<file path="src/rtl/port_request_arbiter_if.sv">
// Request/resource bundle shared by the port arbiter and its environment.
// The slave view belongs to the arbiter; the master view to requesters and the resource.
interface port_request_arbiter_if #(
   parameter int PORTCOUNT     = 4,
   parameter int PORTADDRWIDTH = 2,
   parameter int DATAWIDTH     = 32
);
   logic [PORTCOUNT-1:0]           ReqValid;
   logic [PORTCOUNT*DATAWIDTH-1:0] ReqData;
   logic [PORTCOUNT-1:0]           ReqACK;
   logic                           ResValid;
   logic [DATAWIDTH-1:0]           ResData;
   logic [PORTADDRWIDTH-1:0]       ResPort;
   logic                           ResReady;
   logic                           ResDone;
   logic                           ResTimeout;
   logic                           Busy;

   modport slave (
      input  ReqValid, ReqData, ResReady, ResDone,
      output ReqACK, ResValid, ResData, ResPort, ResTimeout, Busy
   );

   modport master (
      output ReqValid, ReqData, ResReady, ResDone,
      input  ReqACK, ResValid, ResData, ResPort, ResTimeout, Busy
   );
endinterface

</file>
<file path="src/rtl/port_request_arbiter.sv">
// Round-robin arbiter sharing one resource port among PORTCOUNT requesters,
// with valid/ready issue, lock until done, and a watchdog abort.
module port_request_arbiter #(
   parameter int PORTCOUNT     = 4,
   parameter int PORTADDRWIDTH = 2,
   parameter int DATAWIDTH     = 32,
   parameter int TIMEOUTWIDTH  = 8
) (
   input  logic                  clk,
   input  logic                  sync_rst,
   input  logic                  clk_en,
   port_request_arbiter_if.slave bus
);

   typedef enum logic [1:0] {
      IDLE  = 2'd0,
      ISSUE = 2'd1,
      WAIT  = 2'd2
   } state_t;

   state_t                   state, nextState;
   logic [PORTADDRWIDTH-1:0] PriorityIndex;
   logic [TIMEOUTWIDTH-1:0]  watchdog;
   logic [TIMEOUTWIDTH-1:0]  watchdogNext;
   logic [DATAWIDTH-1:0]     resDataReg;
   logic [PORTADDRWIDTH-1:0] resPortReg;
   logic                     resTimeoutReg;

   logic [2*PORTCOUNT-1:0]   doubled;
   logic [PORTCOUNT-1:0]     rotated;
   logic [PORTADDRWIDTH-1:0] rotIdx;
   logic [PORTADDRWIDTH-1:0] winner;
   logic                     found;
   logic [PORTCOUNT-1:0]     grant;
   logic                     loadGrant;
   logic                     clearWatchdog;
   logic                     countWatchdog;
   logic                     setTimeout;

   // Rotating the doubled vector gives a wrap-around right rotate without variable-width shifts.
   always_comb begin
      doubled = {bus.ReqValid, bus.ReqValid} >> PriorityIndex;
      rotated = doubled[PORTCOUNT-1:0];
      rotIdx  = '0;
      found   = 1'b0;
      for (int unsigned i = 0; i < PORTCOUNT; i++) begin
         if (!found && rotated[i]) begin
            rotIdx = PORTADDRWIDTH'(i);
            found  = 1'b1;
         end
      end
      winner = rotIdx + PriorityIndex;
   end

   assign watchdogNext = watchdog + TIMEOUTWIDTH'(1);

   always_comb begin
      nextState     = state;
      grant         = '0;
      loadGrant     = 1'b0;
      clearWatchdog = 1'b0;
      countWatchdog = 1'b0;
      setTimeout    = 1'b0;
      case (state)
         IDLE: begin
            if (clk_en && (|bus.ReqValid)) begin
               grant[winner] = 1'b1;
               loadGrant     = 1'b1;
               nextState     = ISSUE;
            end
         end
         ISSUE: begin
            if (clk_en && bus.ResReady) begin
               if (bus.ResDone) begin
                  nextState = IDLE;
               end else begin
                  nextState     = WAIT;
                  clearWatchdog = 1'b1;
               end
            end
         end
         WAIT: begin
            if (clk_en) begin
               countWatchdog = 1'b1;
               if (bus.ResDone) begin
                  nextState = IDLE;
               end else if (watchdogNext == '1) begin
                  setTimeout = 1'b1;
                  nextState  = IDLE;
               end
            end
         end
         default: nextState = IDLE;
      endcase
   end

   always_ff @(posedge clk) begin
      if (sync_rst) begin
         state         <= IDLE;
         PriorityIndex <= '0;
         watchdog      <= '0;
         resDataReg    <= '0;
         resPortReg    <= '0;
         resTimeoutReg <= 1'b0;
      end else if (clk_en) begin
         state         <= nextState;
         resTimeoutReg <= setTimeout;
         if (loadGrant) begin
            resDataReg    <= bus.ReqData[winner*DATAWIDTH +: DATAWIDTH];
            resPortReg    <= winner;
            PriorityIndex <= winner + PORTADDRWIDTH'(1);
         end
         if (clearWatchdog) begin
            watchdog <= '0;
         end else if (countWatchdog) begin
            watchdog <= watchdogNext;
         end
      end
   end

   assign bus.ReqACK     = sync_rst ? '0 : grant;
   assign bus.ResValid   = (state == ISSUE);
   assign bus.ResData    = resDataReg;
   assign bus.ResPort    = resPortReg;
   assign bus.ResTimeout = resTimeoutReg;
   assign bus.Busy       = (state != IDLE);

endmodule

</file>
<file path="src/flat_wrapper.sv">
// flat-port wrapper written by rule: the top's interface ports become plain ports
module port_request_arbiter_flat 
#(
   parameter int PORTCOUNT     = 4,
   parameter int PORTADDRWIDTH = 2,
   parameter int DATAWIDTH     = 32,
   parameter int TIMEOUTWIDTH  = 8
)
  (clk, sync_rst, clk_en, bus_ReqValid, bus_ReqData, bus_ResReady, bus_ResDone, bus_ReqACK, bus_ResValid, bus_ResData, bus_ResPort, bus_ResTimeout, bus_Busy);
  port_request_arbiter_if #(.PORTCOUNT(PORTCOUNT), .PORTADDRWIDTH(PORTADDRWIDTH), .DATAWIDTH(DATAWIDTH)) bus_i ();
  input  logic clk;
  input  logic sync_rst;
  input  logic clk_en;
  input wire logic [$bits(bus_i.ReqValid)-1:0] bus_ReqValid;
  input wire logic [$bits(bus_i.ReqData)-1:0] bus_ReqData;
  input wire logic [$bits(bus_i.ResReady)-1:0] bus_ResReady;
  input wire logic [$bits(bus_i.ResDone)-1:0] bus_ResDone;
  output wire logic [$bits(bus_i.ReqACK)-1:0] bus_ReqACK;
  output wire logic [$bits(bus_i.ResValid)-1:0] bus_ResValid;
  output wire logic [$bits(bus_i.ResData)-1:0] bus_ResData;
  output wire logic [$bits(bus_i.ResPort)-1:0] bus_ResPort;
  output wire logic [$bits(bus_i.ResTimeout)-1:0] bus_ResTimeout;
  output wire logic [$bits(bus_i.Busy)-1:0] bus_Busy;
  assign bus_i.ReqValid = bus_ReqValid;
  assign bus_i.ReqData = bus_ReqData;
  assign bus_i.ResReady = bus_ResReady;
  assign bus_i.ResDone = bus_ResDone;
  assign bus_ReqACK = bus_i.ReqACK;
  assign bus_ResValid = bus_i.ResValid;
  assign bus_ResData = bus_i.ResData;
  assign bus_ResPort = bus_i.ResPort;
  assign bus_ResTimeout = bus_i.ResTimeout;
  assign bus_Busy = bus_i.Busy;
  port_request_arbiter #(.PORTCOUNT(PORTCOUNT), .PORTADDRWIDTH(PORTADDRWIDTH), .DATAWIDTH(DATAWIDTH), .TIMEOUTWIDTH(TIMEOUTWIDTH)) u_core (.clk(clk), .sync_rst(sync_rst), .clk_en(clk_en), .bus(bus_i));
endmodule
</file>
<file path="config.mk">
export PLATFORM = sky130hd
export DESIGN_NAME = port_request_arbiter_flat
export DESIGN_NICKNAME = d
export VERILOG_FILES = /design/src/rtl/port_request_arbiter_if.sv /design/src/rtl/port_request_arbiter.sv /design/src/flat_wrapper.sv
export SDC_FILE = /design/constraint.sdc
export NUM_CORES = 1
export LEC_CHECK = 0
export ABC_AREA = 1
export ABC_CLOCK_PERIOD_IN_PS = 7600
export CAP_MARGIN = 25
export CORE_ASPECT_RATIO = 1.1
export CORE_MARGIN = 5
export CORE_UTILIZATION = 42
export DETAILED_ROUTE_END_ITERATION = 8
export PLACE_DENSITY = 0.95
export SYNTH_ARGS = -nofsm -noshare
export SYNTH_HDL_FRONTEND = slang
export SYNTH_SLANG_ARGS = --single-unit
</file>
<file path="constraint.sdc">
create_clock -name clk -period 7.6 [get_ports clk]
set_clock_uncertainty 0.15 [all_clocks]
set_input_delay 1.52 -clock clk [delete_from_list [all_inputs] [get_ports clk]]
set_output_delay 1.52 -clock clk [all_outputs]
set_load 0.02 [all_outputs]
</file>
# Yosys cells after proc, flatten, opt, wreduce, memory -nomap -nowiden
# Cells that the tools add are included.
[op_classes]
reduce_logical = 16
n_addsub = 3
eq_ne = 6
mux = 29
n_shift = 2
order_cmp = 2
[op_table]
columns = ["cell", "n"]
rows = [
  ["$shiftx 128x8->32", 1],
  ["$mux 8", 2],
  ["$mux 1", 15],
  ["$mux 2", 7],
  ["$mux 4", 3],
  ["$add 8x1->8 const B", 1],
  ["$eq 8x8->1 const B", 1],
  ["$shr 8x2->4", 1],
  ["$logic_and 1x1->1", 6],
  ["$pmux 2 s3", 1],
  ["$ne 2x1->1 const B", 2],
  ["$reduce_and 2->1", 2],
  ["$reduce_and 4->1", 1],
  ["$reduce_bool 2->1", 2],
  ["$reduce_or 4->1", 1],
  ["$logic_not 1->1", 3],
  ["$lt 2x3->1 const B", 1],
  ["$ne 3x2->1 const B", 1],
  ["$add 2x1->2 const B", 1],
  ["$add 2x2->2", 1],
  ["$demux 1 s2", 1],
  ["$eq 2x1->1 const B", 1],
  ["$eq 2x2->1 const B", 1],
  ["$ge 2x1->1 const B", 1],
  ["$logic_not 2->1", 1],
]
[word_totals]
register_bits = 47
in_bits = 137

# Depth between registers and ports, before layout
[depth]
word_depth = 19
mapped_depth = 15

# Least setup slack after synthesis
# OpenSTA, ideal clock, no wires.
[synth_path]
path_kind = "input to output"
startpoint = "in bus_ReqValid[1]"
endpoint = "out bus_ReqACK[3]"
path_buffers = 0
arrival_time_ns = 3.293
slack_ns = 2.637
stages = 11
path_cell_list = "nand2_1 -> nand3_1 -> nand2_1 -> nand3_1 -> a21boi_0 -> ha_1 -> xor2_1 -> nand2_2 -> nand2_4 -> inv_1 -> nor4_1"
[synth_between]
elab_chain_len = 19
word_cells_on_any_way = 24
[synth_rtl]
columns = ["item", "line", "text"]
rows = [
  ["start, declared", "flat_wrapper.sv:14", "input wire logic [$bits(bus_i.ReqValid)-1:0] bus_ReqValid;"],
  ["$shr 8x2->4", "port_request_arbiter.sv:42", "doubled = {bus.ReqValid, bus.ReqValid} >> PriorityIndex;"],
  ["$mux 1", "port_request_arbiter.sv:47", "if (!found && rotated[i]) begin"],
  ["$logic_not 1->1", "port_request_arbiter.sv:47", ""],
  ["$logic_and 1x1->1", "port_request_arbiter.sv:47", ""],
  ["$mux 1", "port_request_arbiter.sv:47", ""],
  ["$logic_not 1->1", "port_request_arbiter.sv:47", ""],
  ["$logic_and 1x1->1", "port_request_arbiter.sv:47", ""],
  ["$mux 1", "port_request_arbiter.sv:47", ""],
  ["[3 not listed]", "-", ""],
  ["$add 2x2->2", "port_request_arbiter.sv:52", "winner = rotIdx + PriorityIndex;"],
  ["$lt 2x3->1 (implied by the code) or $ge 2x1->1 (tied branches)", "port_request_arbiter.sv:67", "grant[winner] = 1'b1;"],
  ["$logic_and 1x1->1 (implied by the code)", "port_request_arbiter.sv:67", ""],
  ["$mux 1 (implied by the code)", "port_request_arbiter.sv:67", ""],
  ["$demux 1 s2", "-", ""],
  ["$mux 4 (*)", "port_request_arbiter.sv:66", "if (clk_en && (|bus.ReqValid)) begin"],
  ["$mux 4 (*)", "port_request_arbiter.sv:64", "case (state)"],
  ["$mux 4 (*)", "port_request_arbiter.sv:121", "assign bus.ReqACK = sync_rst ? '0 : grant;"],
  ["end, declared", "flat_wrapper.sv:18", "output wire logic [$bits(bus_i.ReqACK)-1:0] bus_ReqACK;"],
]
# Every way passes the cells marked *; elsewhere a longest branch is shown, timed or not.

# Worst setup path after layout
[layout_path]
startpoint = "in bus_ReqValid[0]"
endpoint = "out bus_ReqACK[3]"
# The elaborated chain is that of the path after synthesis.

==> impl_metrics.py <==
metrics = {
    "sta": {
        "max_freq_mhz": 147,
        "fin_crit_ns": 6.80,
        "rsz0062_at_grt": "no",
        "slew_viol_final": 0,
        "worst_pin_slew_ns": 0.925,
        "relSlewSlack_pct": 38.3,
        "setup_viol": 0,
        "fin_ws_ns": 0.796,
        "finalHoldViolCount": 0,
        "whs_ns": 0.317,
        "fin_crit_sh_pct": 89.5,
        "tns_ns": 0,
    },
    "routing": {
        "ant_nets": 0,
        "dr_wl_met2_um": 5750,
        "vias_per_cell": 5.42,
        "drcViolationCount": 0,
        "met1_length_um": 3700,
        "dr_wl_met3_um": 919,
        "drt-initial-drc-count": 239,
        "vias": 3886,
        "wl_per_cell_um": 14.9,
        "first_pass_iters": 5,
        "drt-total-wl_um": 10700,
        "routed.top_layer": "met4",
    },
    "placement": {
        "gp_congestion": 0.836,
        "post-place-ws_ns": 0.818,
        "hpwl_um": 8660,
        "io_buffers": 177,
    },
    "cells_and_area": {
        "num-fill-cells": 590,
        "layout_commonest_cell": "clkdlybuf4s50_1",
        "syn_to_final_growth_pct": 59.2,
        "utilization_pct": 68.0,
        "final_cell_mix": "clkdlybuf4s50_1, nand2_1, nand3_1",
        "nNetsFinal": 769,
        "layout-drive-gt1-share_pct": 3.17,
        "n_antenna_cell": 0,
    },
    "cts": {
        "cts-root-buf": "clkbuf_8",
        "cts_setup_buffers": 0,
        "htreeDepth": 2,
        "numCtsBuffers": 5,
        "cts.sinks": 47,
        "insertion_delay_ns": 0.28,
        "cts_max_path_buffers": 2,
        "ctsHoldBuffers": 0,
        "ctsResizeCount": 0,
        "cts.clk_slew.worst_paths_ns": 0.08,
        "cts_tree": "yes",
    },
    "worst_setup_path": {
        "worst_setup_path_start_kind": "primary input",
        "crit_fanout": 34,
        "crit_required_ns": 5.93,
        "worstPathCellList": "clkdlybuf4s50_1, nand2_1, nand3_1, nand2_1, nand3_1, a21boi_0, ha_4, xor2_1, inv_2, nand3_2, nand2_4, inv_1, nor4_1, clkdlybuf4s50_1",
        "cp_top_family": "simple AND/OR/NAND/NOR gates",
        "cp_slowest_cell": "clkdlybuf4s50_1",
        "end_kind": "output pin",
        "crit_arrival_ns": 5.13,
        "cp_num_buf_inv": 4,
        "crit_type": "in -> out",
        "slowest_delay_ns": 0.67,
    },
    "synthesis": {
        "synth_seq_cells": 47,
        "synth.largest_area_cell": "dfxtp_1",
        "mappedNetlistArea_mm2": 0.00316,
        "yosys_warnings": 0,
        "yosysSeqAreaShare_pct": 29.8,
        "syn-num-nets": 611,
        "syn_avg_cell_area_um2": 6.70,
        "ys_types": 29,
        "netlist_instances": 471,
        "netlist_top_cells_area": "dfxtp_1, nand2_1, mux2i_1, nand3_1, a21oi_1",
        "synth.top_cell.area_share_pct": 29.8,
    },
    "floorplan": {
        "io_pins": 178,
        "row_count": 33,
        "start_util_pct": 42.7,
        "die_h_um": 101,
        "core_area_mm2": 0.00739,
        "die_x_um": 92.7,
        "dieArea_mm2": 0.00935,
    },
    "grt": {
        "grt_usage_pct": 22.2,
        "grt_overflow": 0,
        "grt_first_pass_wirelength_um": 17000,
        "grt_max_degree": 65,
        "grt_pass1_vias": 3816,
        "antenna_found_initial": 0,
    },
    "flow_run": {
        "maxCapViolCount": 0,
    },
    "power_and_ir_drop": {
        "p_seq_share_pct": 23.2,
        "power_per_cell_area_mw_per_mm2": 281,
        "power_leakage_nw": 2.06,
        "power.internal_mw": 0.772,
        "p_total_mw": 1.41,
        "p_sw_mw": 0.638,
        "clkPwrFrac_pct": 11.4,
        "switching_share_pct": 45.2,
        "comb_power_share_pct": 65.4,
        "ir_drop_uv": 165,
    },
    "status": {
        "status": "finished, final reports clean",
    },
    "worst_hold_path": {
        "hold_class": "reg -> reg",
    },
}
[layer usage]
metal | vias up | track usage, %
met5 | - | 0
met4 | 0 | 8.68
met1 | 1761 | 22.3
li1 | 1895 | -
met3 | 28 | 5.60
met2 | 202 | 43.4
[power by group through the flow]
stage	logic [mW]	clock network, mW	registers (mW)
final	0.922	0.161	0.327
after CTS	0.921	0.164	0.327
after floorplan	0.611	0	0.380
after global placement	0.890	0	0.329
after detailed placement	0.918	0	0.332
after global routing	1.00	0.177	0.333
[cell type report]
type | count | area [um2] | share of cell area (%)
multi-input combinational | 369 | 1980 | 39.5
timing repair buffer | 180 | 1790 | 35.7
sequential | 47 | 941 | 18.7
tap | 87 | 109 | 2.17
clock buffer | 8 | 100 | 1.99
inverter | 26 | 97.6 | 1.94
[cell usage after synthesis, drive strengths merged]
cell type,instances
nand4,1
o21bai,1
mux2i,50
a31oi,8
nor4,1
ha,3
nor3,3
o22ai,1
or2,1
o21ai,13
buf,20
clkbuf,9
nor2,19
inv,26
nand3,79
nand2,147
dfxtp,47
a211oi,1
a21oi,36
a21boi,1
o211ai,1
xor2,3
[worst min-delay path: cells and delay by family, from the launching register on]
kind / cells / cell delay, ns
AND/OR/NAND/NOR: 1 / 0.06
flip-flops: 1 / 0.31
AO/OA/AOI/OAI: 1 / 0.05
[cells by family (layout without fill, tap and decap cells)]
group	count (synthesis)	count (layout)	synth area share, %
AO/OA/AOI/OAI	62	62	10.5
XOR/XNOR	3	3	0.832
adder cells (fa/ha/maj)	3	3	1.19
buffers and inverters	55	214	7.77
flip-flops	47	47	29.8
multiplexers	50	50	15.9
AND/OR/NAND/NOR	251	251	34.0
[registers in the layout (all words and copies together), names as in the netlist]
signal / cells
u_core.bus.ResData: 32
u_core.watchdog: 8
u_core.PriorityIndex: 2
u_core.bus.ResPort: 2
u_core.state: 2
u_core.bus.ResTimeout: 1
[through the flow]
step,cell area (um2),cells
floorplan,3160,471
CTS,5020,717
finish,5020,717
global placement,4920,709
detailed placement,4920,709
global route,5020,717
[final timing paths]
path / slack (ns) / endpoint / startpoint / cells past startpoint
worst max-delay path: 0.80 / bus_ReqACK[3] / bus_ReqValid[0] / 14
worst min-delay path: 0.32 / u_core.bus.ResData[7]$_SDFFE_PP0P_ / u_core.bus.ResData[7]$_SDFFE_PP0P_ / 2
worst min register to register: 0.32 / u_core.bus.ResData[7]$_SDFFE_PP0P_ / u_core.bus.ResData[7]$_SDFFE_PP0P_ / 2
worst max register to register: 4.22 / u_core.bus.ResPort[1]$_SDFFE_PP0P_ / u_core.PriorityIndex[0]$_SDFFE_PP0P_ / 15
(Power assumes the default switching activity.)
